**src/rtl/return_addr_stack_if.sv**
```systemverilog
// return_addr_stack_if: decode-side controls and fetch-side redirect outputs of the return-address stack
interface return_addr_stack_if #(
    parameter int ADDR_W = 12,
    parameter int DEPTH  = 8
);
    localparam int CNT_W = $clog2(DEPTH + 1);
    logic              stall, call, ret, irq_take, rti, ien, iof, err_clr;
    logic [ADDR_W-1:0] call_ret_adr, irq_ret_adr, RTS_adr, RTI_adr;
    logic              irq_ack, ie, in_isr, empty, full, overflow, underflow;
    logic [CNT_W-1:0]  count;
    modport master (
        output stall, call, call_ret_adr, ret, irq_take, irq_ret_adr, rti, ien, iof, err_clr,
        input  RTS_adr, RTI_adr, irq_ack, ie, in_isr, count, empty, full, overflow, underflow
    );
    modport slave (
        input  stall, call, call_ret_adr, ret, irq_take, irq_ret_adr, rti, ien, iof, err_clr,
        output RTS_adr, RTI_adr, irq_ack, ie, in_isr, count, empty, full, overflow, underflow
    );
endinterface

```
**src/rtl/return_addr_stack.sv**
```systemverilog
// return_addr_stack: circular call stack plus interrupt-return register and interrupt enable/ISR state
module return_addr_stack #(
    parameter int ADDR_W = 12,
    parameter int DEPTH  = 8
) (
    input logic               clk,
    input logic               rst,
    return_addr_stack_if.slave bus
);
    localparam int PW    = $clog2(DEPTH);
    localparam int CNT_W = $clog2(DEPTH + 1);
    logic [ADDR_W-1:0] mem [DEPTH];
    logic [PW-1:0]     sp, top;
    logic [CNT_W-1:0]  cnt;
    logic [ADDR_W-1:0] rti_adr;
    logic              ie_q, isr_q, ovf_q, unf_q;
    logic              empty, full, push, pop, repl, over, under, ack, rti_ok;
    always_comb begin
        empty  = cnt == '0;
        full   = cnt == CNT_W'(DEPTH);
        top    = sp - PW'(1);
        // call+ret on an empty stack degrades to a plain push
        push   = ~bus.stall & bus.call & (~bus.ret | empty);
        repl   = ~bus.stall & bus.call & bus.ret & ~empty;
        pop    = ~bus.stall & bus.ret & ~bus.call & ~empty;
        under  = ~bus.stall & bus.ret & ~bus.call & empty;
        over   = push & full;
        ack    = bus.irq_take & ie_q & ~isr_q & ~bus.stall;
        rti_ok = ~bus.stall & bus.rti & isr_q & ~ack;
    end
    assign bus.RTS_adr   = empty ? '0 : mem[top];
    assign bus.RTI_adr   = rti_adr;
    assign bus.irq_ack   = ack;
    assign bus.ie        = ie_q;
    assign bus.in_isr    = isr_q;
    assign bus.count     = cnt;
    assign bus.empty     = empty;
    assign bus.full      = full;
    assign bus.overflow  = ovf_q;
    assign bus.underflow = unf_q;
    always_ff @(posedge clk or posedge rst) begin
        if (rst) begin
            for (int i = 0; i < DEPTH; i++) mem[i] <= '0;
            sp  <= '0;
            cnt <= '0;
        end else if (push) begin
            // when full the write lands on the oldest slot, so count saturates
            mem[sp] <= bus.call_ret_adr;
            sp      <= sp + PW'(1);
            cnt     <= full ? cnt : cnt + CNT_W'(1);
        end else if (repl) begin
            mem[top] <= bus.call_ret_adr;
        end else if (pop) begin
            sp  <= top;
            cnt <= cnt - CNT_W'(1);
        end
    end
    always_ff @(posedge clk or posedge rst) begin
        if (rst) begin
            ovf_q <= 1'b0;
            unf_q <= 1'b0;
        end else begin
            ovf_q <= over | (ovf_q & ~bus.err_clr);
            unf_q <= under | (unf_q & ~bus.err_clr);
        end
    end
    always_ff @(posedge clk or posedge rst) begin
        if (rst) begin
            rti_adr <= '0;
            ie_q    <= 1'b0;
            isr_q   <= 1'b0;
        end else if (ack) begin
            rti_adr <= bus.irq_ret_adr;
            isr_q   <= 1'b1;
            ie_q    <= 1'b0;
        end else if (rti_ok) begin
            isr_q <= 1'b0;
            ie_q  <= 1'b1;
        end else if (~bus.stall & bus.iof) begin
            ie_q <= 1'b0;
        end else if (~bus.stall & bus.ien) begin
            ie_q <= 1'b1;
        end
    end
endmodule

```
**src/flat_wrapper.sv**
```systemverilog
// flat-port wrapper written by rule: the top's interface ports become plain ports
module return_addr_stack_flat 
#(
    parameter int ADDR_W = 12,
    parameter int DEPTH  = 8
)
  (clk, rst, bus_stall, bus_call, bus_call_ret_adr, bus_ret, bus_irq_take, bus_irq_ret_adr, bus_rti, bus_ien, bus_iof, bus_err_clr, bus_RTS_adr, bus_RTI_adr, bus_irq_ack, bus_ie, bus_in_isr, bus_count, bus_empty, bus_full, bus_overflow, bus_underflow);
  return_addr_stack_if #(.ADDR_W(ADDR_W), .DEPTH(DEPTH)) bus_i ();
  input logic clk;
  input logic rst;
  input wire logic [$bits(bus_i.stall)-1:0] bus_stall;
  input wire logic [$bits(bus_i.call)-1:0] bus_call;
  input wire logic [$bits(bus_i.call_ret_adr)-1:0] bus_call_ret_adr;
  input wire logic [$bits(bus_i.ret)-1:0] bus_ret;
  input wire logic [$bits(bus_i.irq_take)-1:0] bus_irq_take;
  input wire logic [$bits(bus_i.irq_ret_adr)-1:0] bus_irq_ret_adr;
  input wire logic [$bits(bus_i.rti)-1:0] bus_rti;
  input wire logic [$bits(bus_i.ien)-1:0] bus_ien;
  input wire logic [$bits(bus_i.iof)-1:0] bus_iof;
  input wire logic [$bits(bus_i.err_clr)-1:0] bus_err_clr;
  output wire logic [$bits(bus_i.RTS_adr)-1:0] bus_RTS_adr;
  output wire logic [$bits(bus_i.RTI_adr)-1:0] bus_RTI_adr;
  output wire logic [$bits(bus_i.irq_ack)-1:0] bus_irq_ack;
  output wire logic [$bits(bus_i.ie)-1:0] bus_ie;
  output wire logic [$bits(bus_i.in_isr)-1:0] bus_in_isr;
  output wire logic [$bits(bus_i.count)-1:0] bus_count;
  output wire logic [$bits(bus_i.empty)-1:0] bus_empty;
  output wire logic [$bits(bus_i.full)-1:0] bus_full;
  output wire logic [$bits(bus_i.overflow)-1:0] bus_overflow;
  output wire logic [$bits(bus_i.underflow)-1:0] bus_underflow;
  assign bus_i.stall = bus_stall;
  assign bus_i.call = bus_call;
  assign bus_i.call_ret_adr = bus_call_ret_adr;
  assign bus_i.ret = bus_ret;
  assign bus_i.irq_take = bus_irq_take;
  assign bus_i.irq_ret_adr = bus_irq_ret_adr;
  assign bus_i.rti = bus_rti;
  assign bus_i.ien = bus_ien;
  assign bus_i.iof = bus_iof;
  assign bus_i.err_clr = bus_err_clr;
  assign bus_RTS_adr = bus_i.RTS_adr;
  assign bus_RTI_adr = bus_i.RTI_adr;
  assign bus_irq_ack = bus_i.irq_ack;
  assign bus_ie = bus_i.ie;
  assign bus_in_isr = bus_i.in_isr;
  assign bus_count = bus_i.count;
  assign bus_empty = bus_i.empty;
  assign bus_full = bus_i.full;
  assign bus_overflow = bus_i.overflow;
  assign bus_underflow = bus_i.underflow;
  return_addr_stack #(.ADDR_W(ADDR_W), .DEPTH(DEPTH)) u_core (.clk(clk), .rst(rst), .bus(bus_i));
endmodule
```
**config.mk**
```make
export PLATFORM = sky130hd
export DESIGN_NAME = return_addr_stack_flat
export DESIGN_NICKNAME = d
export VERILOG_FILES = /design/src/rtl/return_addr_stack_if.sv /design/src/rtl/return_addr_stack.sv /design/src/flat_wrapper.sv
export SDC_FILE = /design/constraint.sdc
export NUM_CORES = 1
export LEC_CHECK = 0
export ABC_AREA = 0
export CORE_ASPECT_RATIO = 0.7
export CORE_MARGIN = 2
export CORE_UTILIZATION = 60
export CTS_CLUSTER_SIZE = 25
export DETAILED_ROUTE_END_ITERATION = 6
export HOLD_SLACK_MARGIN = 0.03
export PLACE_DENSITY = 0.85
export SLEW_MARGIN = 15
export SYNTH_ARGS = -nofsm -noshare
export SYNTH_HDL_FRONTEND = slang
export SYNTH_SLANG_ARGS = --single-unit
```
**constraint.sdc**
```tcl
create_clock -name clk -period 10.3 [get_ports clk]
set_clock_uncertainty 0.1 [all_clocks]
set_input_delay 2.575 -clock clk [delete_from_list [all_inputs] [get_ports clk]]
set_output_delay 2.575 -clock clk [all_outputs]
set_load 0.02 [all_outputs]
```
==> run_results.csv <==
group,metric,value,unit
timing,rsz0062_at_grt,"false",
drt,drtIter0Drc,385,
floorplanning,die_y,83.7,um
logic_synthesis,synth_top_family_by_area,"multiplexers",
timing,slew_headroom,16.9,%
drt,via_per_inst,6.38,
cells_and_area,final_common_cell,"dfrtp_1",
cells_and_area,final-seq-area,2980,um^2
power_and_ir_drop,power_density,380,nW/um^2
logic_synthesis,yosys_register_bits,119,
timing,tns,0,ns
critical_path,crit_arrival,4.96,ns
cells_and_area,fillers,547,
clock_network,clock_latency,0.41,ns
floorplanning,start_util,61.1,%
clock_network,clock_sinks,119,
logic_synthesis,postSynthCellCount,413,
timing,min_period_over_period,74.1,%
placement,dpl_cell_area,6220,um^2
critical_path,reg2reg_slack,6.96,ns
cells_and_area,drive_gt1_share,32.4,%
power_and_ir_drop,leakage,2.81,nW
grt,grt_usage,29.7,%
clock_network,path_clk_slew,0.05,ns
worst_hold_path,min_path_type,"reg2reg",
timing,hold_viol,0,
critical_path,cp.required,7.63,ns
grt,grt_max_degree,74,
logic_synthesis,synth_fa_ha_area_share,0.918,%
clock_network,cts_inserted_buffers,17,
clock_network,cts_root_buffer,"clkbuf_16",
drt,dr.max_layer_used,"met4",
placement,globalplace.congestion,0.815,
logic_synthesis,syn_area,5450,um^2
clock_network,postCtsResizedCells,0,
drt,wl,13900,um
logic_synthesis,syn_avg_cell_area,13.2,um^2
cells_and_area,multiInputGateArea,2330,um^2
drt,wl_met2,6790,um
outcome,status,"completed",
clock_network,cts_tree,"built",
power_and_ir_drop,ir_drop,0.000294,V
cells_and_area,area_growth,26.0,%
placement,hpwlAfterDp,8120,um
critical_path,path_max_fanout,15,
grt,grt_pass1_wl,22100,um
drt,ant_nets,0,
logic_synthesis,synth-simple-area-share,5.28,%
logic_synthesis,synth_nets,451,
drt,vias,3945,
critical_path,critPathKind,"in2out",
timing,fmax,131,MHz
job,drv_cap,0,
logic_synthesis,synthMuxAreaShare,22.7,%
logic_synthesis,ys_seq_area_share,54.6,%
grt,overflow,0,
timing,layout_min_cycle_time,7.64,ns
drt,met1Wirelength,5690,um
clock_network,postCtsHoldBufs,0,
floorplanning,die_x,118,um
timing,tightest_slew,1.24,ns
timing,drv_slew,0,
drt,wl_per_cell,22.4,um
clock_network,clockBufferDepth,2,
critical_path,critPathCaptureType,"primary output",
cells_and_area,design_area,6870,um^2
grt,grt_pass1_vias,4101,
drt,dr.pass1.iters,5,
placement,portBuffers,68,
clock_network,cts_setup_buffers,0,
floorplanning,ios,69,
drt,dr_wl_met3,1180,um
logic_synthesis,ys_warn_count,0,
logic_synthesis,synth_compound_area_share,12.3,%
timing,setup_violations,0,
critical_path,cp-start-kind,"primary input",
clock_network,htreeDepth,4,
grt,antenna_found_initial,0,
floorplanning,row_count,29,
cells_and_area,layout_common_cells,"dfrtp_1 (119), mux2_2 (110), clkdlybuf4s50_1 (68), a22oi_1 (49), clkbuf_16 (17)",
cells_and_area,fin_util,76.9,%
logic_synthesis,synth_xor_area_share,1.12,%
logic_synthesis,yosysUniqueCellTypes,40,
floorplanning,core,8930,um^2
drt,drc_errors,0,
cells_and_area,n_antenna_cell,0,
floorplanning,dieArea,9870,um^2
cells_and_area,final_nets,519,
-- power breakdown --
| part | total [W] | switching (W) | internal [W] |
|---|---|---|---|
| clock | 0.000646 | 0.000212 | 0.000434 |
| sequential | 0.000856 | 0.000161 | 0.000695 |
| combinational | 0.00111 | 0.000571 | 0.000534 |
-- cells in the mapped netlist --
cell / count / area, um^2
a2111oi_2: 1 / 15.0
a21o_1: 1 / 7.51
a21oi_1: 8 / 40.0
a21oi_2: 3 / 26.3
a22o_1: 1 / 8.76
a22oi_1: 49 / 368
a311oi_1: 1 / 8.76
a31oi_1: 2 / 12.5
a41oi_1: 12 / 105
and2_1: 2 / 12.5
and3_1: 1 / 6.26
and4_1: 2 / 17.5
buf_2: 6 / 30.0
buf_4: 1 / 7.51
buf_6: 4 / 45.0
clkbuf_1: 14 / 52.6
dfrtp_1: 119 / 2980
ha_1: 4 / 50.1
inv_1: 8 / 30.0
mux2_2: 110 / 1240
nand2_1: 7 / 26.3
nand2b_1: 3 / 18.8
nand3_1: 7 / 35.0
nand4_1: 2 / 12.5
nor2_1: 12 / 45.0
nor2b_1: 1 / 6.26
nor3_1: 6 / 30.0
nor4_1: 2 / 12.5
nor4b_1: 2 / 17.5
o21a_1: 1 / 7.51
o21ai_0: 5 / 25.0
o22ai_1: 1 / 6.26
o41a_1: 1 / 11.3
o41ai_4: 1 / 27.5
or3_1: 1 / 6.26
or3b_2: 1 / 8.76
or4_1: 3 / 22.5
or4b_2: 1 / 10.0
xnor2_1: 4 / 35.0
xor2_1: 3 / 26.3
-- kinds of logic (layout without fill, tap and decap cells) --
| logic type | after synthesis | after routing |
|---|---|---|
| adder cells (fa/ha/maj) | 4 | 4 |
| buffers and inverters | 33 | 114 |
| XOR/XNOR | 7 | 7 |
| AO/OA/AOI/OAI | 87 | 87 |
| multiplexers | 110 | 110 |
| flip-flops | 119 | 119 |
| AND/OR/NAND/NOR | 53 | 53 |
-- critical path, stage by stage --
cell,delay (ns)
clkdlybuf4s50_1,0.65
nor3_2,0.96
clkdlybuf4s50_1,0.77
-- through the flow --
stage / instances / power (W) / hold WS, ns / setup WS (ns)
floorplan: 413 / 0.00152 / 0.380 / 3.86
global placement: 586 / 0.00188 / 0.387 / 2.78
detailed placement: 586 / 0.00193 / 0.395 / 2.69
CTS: 618 / 0.00260 / 0.408 / 2.66
global route: 618 / 0.00273 / 0.414 / 2.46
finish: 618 / 0.00261 / 0.403 / 2.66
-- layer usage --
layer / track usage (%) / vias up
met4: 10.7 / 0
met5: 0 / -
met2: 47.0 / 174
li1: - / 1709
met3: 10.2 / 19
met1: 38.5 / 2043
-- worst paths after layout --
kind,from,end,depth (start not counted)
max in group asynchronous,rst,u_core.bus.count[2]$_DFFE_PP0P_,3
worst min register to register,u_core.bus.RTI_adr[6]$_DFFE_PP0P_,u_core.bus.RTI_adr[6]$_DFFE_PP0P_,1
worst max-delay path,bus_stall,bus_irq_ack,3
min in group asynchronous,rst,u_core.bus.count[3]$_DFFE_PP0P_,2
worst min-delay path,u_core.bus.RTI_adr[6]$_DFFE_PP0P_,u_core.bus.RTI_adr[6]$_DFFE_PP0P_,1
worst max register to register,u_core.sp[0]$_DFFE_PP0P_,u_core.mem[75]$_DFFE_PP0P_,6
-- state kept, by name, indices dropped and copies added (netlist names) --
signal	cells
u_core.bus.RTI_adr	12
u_core.mem	96
u_core.sp	3
u_core.bus.in_isr	1
u_core.bus.ie	1
u_core.bus.overflow	1
u_core.bus.count	4
u_core.bus.underflow	1
-- final cells by class --
cell class	instances	share of cell area, %
Sequential cell	119	43.4
Tap cell	124	2.26
Inverter	8	0.474
Clock inverter	13	2.95
Multi-Input combinational cell	261	33.9
Timing Repair Buffer	74	10.6
Clock buffer	19	6.45
No activity file was read; power rests on OpenSTA's default activity.
